===== config.mk =====
export PLATFORM = sky130hd
export DESIGN_NAME = vga_scanout
export DESIGN_NICKNAME = d
export VERILOG_FILES = /design/src/rtl/vga_pkg.sv /design/src/rtl/vga_timing_gen.sv /design/src/rtl/vga_scanout.sv
export SDC_FILE = /design/constraint.sdc
export NUM_CORES = 1
export LEC_CHECK = 0
export ABC_AREA = 1
export ABC_CLOCK_PERIOD_IN_PS = 2600
export CAP_MARGIN = 20
export CORE_UTILIZATION = 50
export DETAILED_ROUTE_END_ITERATION = 16
export PLACE_DENSITY = 0.83
export RECOVER_POWER = 50
export SLEW_MARGIN = 20
export SYNTH_ARGS = -nofsm -noshare
export SYNTH_HDL_FRONTEND = slang
export SYNTH_SLANG_ARGS = --single-unit

===== constraint.sdc =====
create_clock -name CLK25MHZ -period 2.6 [get_ports CLK25MHZ]
set_clock_uncertainty 0.2 [all_clocks]
set_input_delay 0.52 -clock CLK25MHZ [delete_from_list [all_inputs] [get_ports CLK25MHZ]]
set_output_delay 0.52 -clock CLK25MHZ [all_outputs]
set_load 0.1 [all_outputs]

===== src/rtl/vga_pkg.sv =====
// vga_pkg: VGA timing constants, framebuffer geometry and pixel types shared by the scanout blocks
package vga_pkg;
    localparam int H_ACTIVE    = 640;
    localparam int H_FP        = 16;
    localparam int H_SYNC      = 96;
    localparam int H_BP        = 48;
    localparam int V_ACTIVE    = 480;
    localparam int V_FP        = 10;
    localparam int V_SYNC      = 2;
    localparam int V_BP        = 33;
    localparam int H_TOTAL     = H_ACTIVE + H_FP + H_SYNC + H_BP;
    localparam int V_TOTAL     = V_ACTIVE + V_FP + V_SYNC + V_BP;
    localparam int SCALE_SHIFT = 1;
    localparam int RD_LAT      = 2;
    localparam int ADDR_W      = 18;
    localparam int FB_W        = 320;
    localparam int FB_H        = 240;
    localparam int FB_WORDS    = FB_W * FB_H;
    localparam int CNT_W       = 10;

    typedef struct packed {
        logic [3:0] r;
        logic [3:0] g;
        logic [3:0] b;
    } rgb12_t;
endpackage


===== src/rtl/vga_timing_gen.sv =====
// vga_timing_gen: raster counters plus the strobes derived from them (active, raw syncs, frame start, swap point)
module vga_timing_gen
    import vga_pkg::*;
#(
    parameter int H_ACTIVE = vga_pkg::H_ACTIVE,
    parameter int H_FP     = vga_pkg::H_FP,
    parameter int H_SYNC   = vga_pkg::H_SYNC,
    parameter int H_BP     = vga_pkg::H_BP,
    parameter int V_ACTIVE = vga_pkg::V_ACTIVE,
    parameter int V_FP     = vga_pkg::V_FP,
    parameter int V_SYNC   = vga_pkg::V_SYNC,
    parameter int V_BP     = vga_pkg::V_BP
) (
    input  logic             CLK25MHZ,
    input  logic             ck_rst_,
    output logic [CNT_W-1:0] h_cnt,
    output logic [CNT_W-1:0] v_cnt,
    output logic             active,
    output logic             hs_n,
    output logic             vs_n,
    output logic             frame_start,
    output logic             line_end,
    output logic             frame_end,
    output logic             swap_pt
);
    localparam int HT = H_ACTIVE + H_FP + H_SYNC + H_BP;
    localparam int VT = V_ACTIVE + V_FP + V_SYNC + V_BP;

    logic [CNT_W-1:0] h_cnt_q, h_cnt_d, v_cnt_q, v_cnt_d;

    // next raster position: h wraps every line, v advances on h wrap and wraps every frame
    always_comb begin
        line_end  = h_cnt_q == CNT_W'(HT - 1);
        frame_end = line_end && v_cnt_q == CNT_W'(VT - 1);
        h_cnt_d   = line_end ? '0 : h_cnt_q + CNT_W'(1);
        v_cnt_d   = frame_end ? '0 : line_end ? v_cnt_q + CNT_W'(1) : v_cnt_q;
    end

    // raster position registers
    always_ff @(posedge CLK25MHZ or negedge ck_rst_) begin
        if (!ck_rst_) begin
            h_cnt_q <= '0;
            v_cnt_q <= '0;
        end else begin
            h_cnt_q <= h_cnt_d;
            v_cnt_q <= v_cnt_d;
        end
    end

    assign h_cnt       = h_cnt_q;
    assign v_cnt       = v_cnt_q;
    assign active      = h_cnt_q < CNT_W'(H_ACTIVE) && v_cnt_q < CNT_W'(V_ACTIVE);
    assign hs_n        = !(h_cnt_q >= CNT_W'(H_ACTIVE + H_FP) && h_cnt_q < CNT_W'(H_ACTIVE + H_FP + H_SYNC));
    assign vs_n        = !(v_cnt_q >= CNT_W'(V_ACTIVE + V_FP) && v_cnt_q < CNT_W'(V_ACTIVE + V_FP + V_SYNC));
    // gated by reset so the pulse is low while held in reset, yet high on the very first cycle after release
    assign frame_start = ck_rst_ && h_cnt_q == '0 && v_cnt_q == '0;
    assign swap_pt     = line_end && v_cnt_q == CNT_W'(V_ACTIVE - 1);
endmodule


===== src/rtl/vga_scanout.sv =====
// vga_scanout: double-buffered 2x-upscaled framebuffer scanout with tear-free buffer swaps
module vga_scanout
    import vga_pkg::*;
#(
    parameter int H_ACTIVE    = vga_pkg::H_ACTIVE,
    parameter int H_FP        = vga_pkg::H_FP,
    parameter int H_SYNC      = vga_pkg::H_SYNC,
    parameter int H_BP        = vga_pkg::H_BP,
    parameter int V_ACTIVE    = vga_pkg::V_ACTIVE,
    parameter int V_FP        = vga_pkg::V_FP,
    parameter int V_SYNC      = vga_pkg::V_SYNC,
    parameter int V_BP        = vga_pkg::V_BP,
    parameter int SCALE_SHIFT = vga_pkg::SCALE_SHIFT,
    parameter int RD_LAT      = vga_pkg::RD_LAT,
    parameter int ADDR_W      = vga_pkg::ADDR_W
) (
    input  logic              CLK25MHZ,
    input  logic              ck_rst_,
    output logic              fb_rd_en,
    output logic [ADDR_W-1:0] fb_rd_addr,
    input  logic [11:0]       fb_rd_data,
    input  logic              swap_req,
    output logic              swap_ack,
    output logic              front_buf,
    output logic              frame_start,
    output logic [3:0]        vga_r,
    output logic [3:0]        vga_g,
    output logic [3:0]        vga_b,
    output logic              vga_hs,
    output logic              vga_vs
);
    localparam int ROW_W     = H_ACTIVE >> SCALE_SHIFT;
    localparam int BUF_WORDS = ROW_W * (V_ACTIVE >> SCALE_SHIFT);
    localparam logic [CNT_W-1:0] V_MASK = CNT_W'((1 << SCALE_SHIFT) - 1);

    logic [CNT_W-1:0]  h_cnt, v_cnt;
    logic              active, hs_n, vs_n, line_end, frame_end, swap_pt, do_swap;
    logic [ADDR_W-1:0] row_base_q, row_base_d, fb_rd_addr_q, fb_rd_addr_d;
    logic              fb_rd_en_q, fb_rd_en_d, front_buf_q, front_buf_d, pending_q, pending_d;
    logic [RD_LAT:0]   act_pipe_q, act_pipe_d, hs_pipe_q, hs_pipe_d, vs_pipe_q, vs_pipe_d;
    rgb12_t            rgb_q, rgb_d;
    logic              hs_q, hs_d, vs_q, vs_d;

    vga_timing_gen #(
        .H_ACTIVE(H_ACTIVE), .H_FP(H_FP), .H_SYNC(H_SYNC), .H_BP(H_BP),
        .V_ACTIVE(V_ACTIVE), .V_FP(V_FP), .V_SYNC(V_SYNC), .V_BP(V_BP)
    ) u_timing (
        .CLK25MHZ   (CLK25MHZ),
        .ck_rst_    (ck_rst_),
        .h_cnt      (h_cnt),
        .v_cnt      (v_cnt),
        .active     (active),
        .hs_n       (hs_n),
        .vs_n       (vs_n),
        .frame_start(frame_start),
        .line_end   (line_end),
        .frame_end  (frame_end),
        .swap_pt    (swap_pt)
    );

    // swap arbitration, incremental row addressing and the data-aligned control/sync delay line
    always_comb begin
        do_swap      = swap_pt && (pending_q || swap_req);
        pending_d    = !do_swap && (pending_q || swap_req);
        front_buf_d  = front_buf_q ^ do_swap;
        row_base_d   = frame_end ? '0
                     : (line_end && (v_cnt & V_MASK) == V_MASK) ? row_base_q + ADDR_W'(ROW_W)
                     : row_base_q;
        fb_rd_en_d   = active;
        fb_rd_addr_d = active ? (front_buf_q ? ADDR_W'(BUF_WORDS) : '0) + row_base_q + ADDR_W'(h_cnt >> SCALE_SHIFT)
                     : fb_rd_addr_q;
        act_pipe_d   = {act_pipe_q[RD_LAT-1:0], active};
        hs_pipe_d    = {hs_pipe_q[RD_LAT-1:0], hs_n};
        vs_pipe_d    = {vs_pipe_q[RD_LAT-1:0], vs_n};
        rgb_d        = act_pipe_q[RD_LAT] ? rgb12_t'(fb_rd_data) : '0;
        hs_d         = hs_pipe_q[RD_LAT];
        vs_d         = vs_pipe_q[RD_LAT];
    end

    // all state; reset leaves the pipeline blank with syncs inactive
    always_ff @(posedge CLK25MHZ or negedge ck_rst_) begin
        if (!ck_rst_) begin
            row_base_q   <= '0;
            fb_rd_en_q   <= 1'b0;
            fb_rd_addr_q <= '0;
            front_buf_q  <= 1'b0;
            pending_q    <= 1'b0;
            act_pipe_q   <= '0;
            hs_pipe_q    <= '1;
            vs_pipe_q    <= '1;
            rgb_q        <= '0;
            hs_q         <= 1'b1;
            vs_q         <= 1'b1;
        end else begin
            row_base_q   <= row_base_d;
            fb_rd_en_q   <= fb_rd_en_d;
            fb_rd_addr_q <= fb_rd_addr_d;
            front_buf_q  <= front_buf_d;
            pending_q    <= pending_d;
            act_pipe_q   <= act_pipe_d;
            hs_pipe_q    <= hs_pipe_d;
            vs_pipe_q    <= vs_pipe_d;
            rgb_q        <= rgb_d;
            hs_q         <= hs_d;
            vs_q         <= vs_d;
        end
    end

    // ack is combinational so a controller dropping swap_req on it never leaves a stray pending request
    assign swap_ack   = do_swap;
    assign front_buf  = front_buf_q;
    assign fb_rd_en   = fb_rd_en_q;
    assign fb_rd_addr = fb_rd_addr_q;
    assign vga_r      = rgb_q.r;
    assign vga_g      = rgb_q.g;
    assign vga_b      = rgb_q.b;
    assign vga_hs     = hs_q;
    assign vga_vs     = vs_q;
endmodule

==> results of run 1 <==
-- cells by family (layout without fill, tap and decap cells) --
kind of cell             Yosys count  count (layout)
adder cells (fa/ha/maj)           12              12
AND/OR/NAND/NOR                  271             271
flip-flops                        75              75
XOR/XNOR                          13              13
AO/OA/AOI/OAI                     33              33
buffers and inverters             74             133
-- layout make-up --
type / count / area (um^2) / area share [%]
inverter: 60 / 228 / 4.89
clock buffer: 10 / 138 / 2.95
clock inverter: 5 / 77.6 / 1.66
sequential: 75 / 1890 / 40.5
timing repair buffer: 58 / 490 / 10.5
tap: 99 / 124 / 2.66
multi-input combinational: 329 / 1720 / 36.8
-- path summary, 6_finish.rpt --
check	from	to	slack [ns]	depth (start not counted)
max	u_timing.h_cnt[0]	frame_start	0.09	6
min	vs_pipe_q[0]	vs_pipe_q[1]	0.16	0
max reg2reg	u_timing.h_cnt[0]	row_base_q[6]	0.61	9
min reg2reg	vs_pipe_q[0]	vs_pipe_q[1]	0.16	0
max in group asynchronous	ck_rst_	u_timing.v_cnt[0]	1.33	2
min in group asynchronous	ck_rst_	vga_b[0]	0.26	2
-- worst reg2reg max path: stages, from the launching register on --
cell and delay [ns]:
dfrtp_1 0.38, ha_2 0.21, nand3_2 0.10, inv_2 0.11
nand3_4 0.09, buf_4 0.22, nor2_4 0.29, inv_1 0.10
nand2_1 0.09, o21ai_0 0.08
-- placed cells by master, fill, tap and decap left out, drive strengths merged, types with 5 or more instances in the layout --
cell	instances
a21oi	7
buf	45
clkbuf	10
clkdlybuf4s50	13
dfrtp	67
dfstp	8
ha	12
inv	60
nand2	155
nand3	42
nand3b	6
nand4	19
nor2	40
nor3	6
o21ai	21
xnor2	5
xor2	8
-- per-stage QoR --
step / instances / cell area, um^2 / total power, mW / worst slack, ns
3_5_place_dp: 616 / 4390 / 1.34 / 0.388
4_1_cts: 631 / 4610 / 2.29 / 0.00107
6_report: 636 / 4660 / 2.27 / 0.0860
2_1_floorplan: 478 / 3910 / 1.28 / -0.0153
3_3_place_gp: 616 / 4390 / 1.34 / 0.432
5_1_grt: 636 / 4660 / 2.35 / -0.00205
-- routing by layer --
layer | vias to the layer above | global-route usage [%] | share of wire [%]
met4 | 0 | 11.2 | 3.1
met5 | - | 0 | 0
li1 | 1634 | - | -
met2 | 136 | 36.5 | 48
met1 | 1492 | 26.1 | 44
met3 | 22 | 3.13 | 5.2
-- report_power, final --
| group | switching (mW) | total [mW] | leakage (nW) | internal (mW) |
|---|---|---|---|---|
| combinational | 0.105 | 0.139 | 1.31 | 0.0338 |
| sequential | 0.00256 | 1.18 | 0.945 | 1.18 |
| clock | 0.399 | 0.957 | 0.108 | 0.558 |
-- state kept, by name, indices dropped and copies added (netlist names) --
signal and flops:
vs_pipe_q 3, pending_q 1, hs_pipe_q 3, vga_vs 1, vga_b 4, u_timing.v_cnt 10, vga_g 4, row_base_q 12
fb_rd_addr 18, u_timing.h_cnt 10, vga_hs 1, vga_r 4, act_pipe_q 3, front_buf 1
-- timing repair --
| action | CTS | global route |
|---|---|---|
| gates resized for setup | 0 | 5 |
| setup endpoints to repair | 0 | 2 |
| setup buffers | 0 | 5 |
==> impl_metrics.tcl, run 1 <==
set metrics [dict create \
    synth_xor_xnor_area_share_pct 2.94 \
    worst_ep_arrival_time_ns 1.79 \
    synth_cell_types 35 \
    synth_compound_area_share_pct 4.66 \
    synth_fp_nets 505 \
    async_flop_share_pct 100 \
    finalCritPeriodShare_pct 96.7 \
    critPathSlowestCell "dfrtp_1" \
    power_per_cell_area_nw_per_um2 488 \
    synthCells 478 \
    cts_tree "done" \
    routed_wirelength_um 8030 \
    end_kind "output pin" \
    vias_per_cell 5.16 \
    fmax_ghz 0.398 \
    ys_warn_count 0 \
    final_core_util_pct 63.2 \
    dpl.hpwl_um 5820 \
    synth-seq-cells 75 \
    die_w_um 90.0 \
    tightest_slew_ns 0.872 \
    drv_slew 0 \
    yosys-top-cells-count "nand2_1, dfrtp_1, inv_1, nand3_1, nor2_1" \
    synth_flop_cell "dfrtp_1" \
    cp_data_required_time_ns 1.88 \
    synth_fa_ha_area_share_pct 3.88 \
    irDropWorstVdd_v 0.000228 \
    finalSetupViolations 0 \
    final_layout_size_suffix_gt1_share_pct 17.9 \
    yosysSeqAreaShare_pct 48.8 \
    cts_sinks 75 \
    criticalPathCategory "flip-flop to output pin" \
    clk_path_buf_depth 2 \
    nNetsFinal 560 \
    yosysTopAreaCellShare_pct 43.3 \
    grt_pass1_vias 3223 \
    drtAntennaViolNets 0 \
    p_leak_nw 2.36 \
    insertion_delay_ns 0.34 \
    core_um2 7370 \
    grt-ovfl-total 0 \
    cp-start-kind "flip-flop" \
    yosys.area_share.simple_pct 31.6 \
    finalHoldViolCount 0 \
    worstPathMaxFanout 3 \
    synth_area_um2 3870 \
    tns_ns 0 \
    synth.avg_cell_area_um2 8.09 \
    start_util_pct 52.5 \
    fp.dieArea_um2 8090 \
    routedWlPerCell_um 12.6 \
    cts_root_buffer "clkbuf_8" \
    slew_headroom_pct 41.9 \
    syn_to_final_growth_pct 20.5 \
    hold_ws_ns 0.156 \
    hold_class "flip-flop to flip-flop" \
    cts.htree.levels 3 \
    diodes 0 \
    num_rows 31 \
    synth_edf_count 0 \
    place_congestion 0.955 \
    antenna_found_initial 0 \
    synth_top_area_cell "dfrtp_1" \
    final.min_clock_period_ns 2.51 \
    grt_max_degree 76 \
    vias 3284 \
    cts_inserted_buffers 9 \
    pin_count 51 \
    status "finished clean" \
    die_h_um 90.0 \
    cpLargestDelayFamily "simple AND/OR/NAND/NOR gates" \
    drc 0 \
    drt_iter0_drc 165 \
    synth_top_family_by_area "simple AND/OR/NAND/NOR gates" \
    critPathMaxStageDelay_ns 0.41 \
    cts.hold.buffers_added 0 \
    cp_num_buf_inv 3 \
    synthTopCellsByArea "dfrtp_1, nand2_1, dfstp_2" \
    drt_first_pass_iters 5 \
    yosysMostFrequentCell "nand2_1" \
    synth_mux_area_share_pct 0 \
    cp_cell_sequence "buf_4, inv_1, ha_1, nand3_1, nor4_4, buf_12" \
    clk_pin_slew_worst_paths_ns 0.07 \
    io_buffers 50 \
    grt_use_total_pct 21.3 \
    grt_pass1_wl_um 14000 \
    cap_violations 0 \
    n_fill_cell 565 \
]
Power figures use the tool's default switching activity.
==> run 2: changes to the inputs <==
Settings changed: DONT_BUFFER_PORTS from default to 1, PLACE_DENSITY 0.83 to 0.75.
==> run 2 against run 1 <==
Utilization shrank 2.2 points. Critical path type unchanged. Clock power down 2.4%. Via count fell by 0.73%.
==> impl_metrics.tcl, run 2 (synthesis gave the netlist of run 1 again) <==
set metrics [dict create \
    hold_class "primary input to flip-flop" \
    grt-ovfl-total 0 \
    num_rows 31 \
    diodes 0 \
    critPathMaxStageDelay_ns 0.40 \
    finalCritPeriodShare_pct 98.0 \
    largest_reg_flops 18 \
    worstPathMaxFanout 3 \
    mostFrequentLayoutCells "nand2_1, dfrtp_1, inv_1" \
    power_mw 2.24 \
    cts_tree "done" \
    routedWlPerCell_um 13.2 \
    cts_root_buffer "clkbuf_8" \
    slew_headroom_pct 66.5 \
    cp_cell_sequence "buf_4, inv_1, ha_1, nand3_1, nor4_4, buf_6" \
    criticalPathCategory "flip-flop to output pin" \
    antenna_found_initial 0 \
    n_fill_cell 604 \
    cts.htree.levels 3 \
    pin_count 51 \
    cpLargestDelayFamily "buffers and inverters" \
    r2r_start "u_timing.h_cnt[8]" \
    p_leak_nw 2.29 \
    tightest_slew_ns 0.501 \
    start_util_pct 52.5 \
    place_congestion 0.938 \
    cp_num_buf_inv 3 \
    grt_use_total_pct 21.9 \
    placed_cells 598 \
    critPathSlowestCell "dfrtp_1" \
    routed_wirelength_um 8180 \
    drv_slew 0 \
    syn_to_final_growth_pct 16.4 \
    cap_violations 0 \
    cts_sinks 75 \
    die_h_um 90.0 \
    clk_path_buf_depth 2 \
    cts_inserted_buffers 9 \
    drtAntennaViolNets 0 \
    status "finished clean" \
    irDropWorstVdd_v 0.000299 \
    worst_ep_arrival_time_ns 1.83 \
    vias 3260 \
    drc 0 \
    cp-start-kind "flip-flop" \
    end_kind "output pin" \
    final.min_clock_period_ns 2.55 \
    seqCellArea_um2 1890 \
    power_per_cell_area_nw_per_um2 497 \
    finalHoldViolCount 0 \
    worstSetupStartpoint "u_timing.h_cnt[1]" \
    final_layout_size_suffix_gt1_share_pct 17.3 \
    fp.dieArea_um2 8090 \
    drt_first_pass_iters 5 \
    nNetsFinal 542 \
    fmax_ghz 0.393 \
    finalSetupViolations 0 \
    fin_cells 619 \
    insertion_delay_ns 0.36 \
    final_common_cell "nand2_1" \
    vias_per_cell 5.27 \
    die_w_um 90.0 \
    grt_pass1_wl_um 14200 \
    hold_ws_ns 0.0744 \
    dpl.hpwl_um 5700 \
    grt_pass1_vias 3127 \
    grt_max_degree 76 \
    cp_data_required_time_ns 1.88 \
    drt_iter0_drc 198 \
    rsz0062_at_grt "yes" \
    core_um2 7370 \
    clk_pin_slew_worst_paths_ns 0.09 \
    min_from "fb_rd_data[0]" \
    io_buffers 0 \
    multi_input_area_um2 1710 \
]
==> run 2: cell count changes in the layout (fill, tap and decap cells not counted), moves of 2 or more <==
cell and delta:
buf_4 -6, clkinv_2 -2, clkinv_4 +2, inv_6 +2
clkdlybuf4s50_1 -13
==> run 2: path summary, 6_finish.rpt <==
kind,slack (ns),to,cells past startpoint
max in group asynchronous,1.36,hs_pipe_q[0],2
worst min register to register,0.16,hs_pipe_q[1],0
worst max register to register,0.61,fb_rd_addr[8],7
min in group asynchronous,0.53,act_pipe_q[0],2
worst max-delay path,0.05,frame_start,6
worst min-delay path,0.07,vga_b[0],2
==> run 2: worst reg2reg max path: stages, from the launching register on <==
cell	delay, ns
dfrtp_1	0.41
inv_1	0.11
nand3_1	0.10
nand3_1	0.09
nor2_2	0.40
inv_2	0.31
nand2_1	0.13
o21ai_0	0.10
==> run 2: through the flow <==
stage               cell area (um^2)  setup TNS, ns  util, %  setup WS (ns)
global placement                4220              0     57.2          0.429
finish                          4500              0     61.1         0.0527
floorplan                       3910        -0.0153        -        -0.0153
global route                    4500        -0.0346     61.1        -0.0346
CTS                             4480              0     60.7        0.00651
detailed placement              4220              0     57.2          0.356
==> run 2: area by class of cell <==
class	count	area share [%]
clock buffer	10	3.06
clock inverter	6	1.61
inverter	60	5.06
multi-input combinational	329	38.0
sequential	75	41.9
tap	99	2.75
timing repair buffer	40	7.53
==> run 2: power breakdown <==
part	total (mW)	internal [mW]	switching (mW)
clock	0.934	0.479	0.455
combinational	0.124	0.0210	0.103
sequential	1.18	1.18	0.00258
total	2.24	1.68	0.560
==> run 2: repair_timing <==
action | CTS | global route
gates cloned | 0 | 0
setup buffers | 1 | 2
endpoints found under the setup margin | 2 | 2
resized for setup | 1 | 4
hold endpoints to repair | 75 | 0
hold buffers | 2 | 0
==> run 2: per-layer routing <==
layer	wire length [um]	global-route usage, %	vias to the layer above
met2	4040	37.3	110
met3	419	3.89	11
li1	-	-	1602
met1	3580	27.2	1537
met4	137	9.68	0
met5	0	0	-
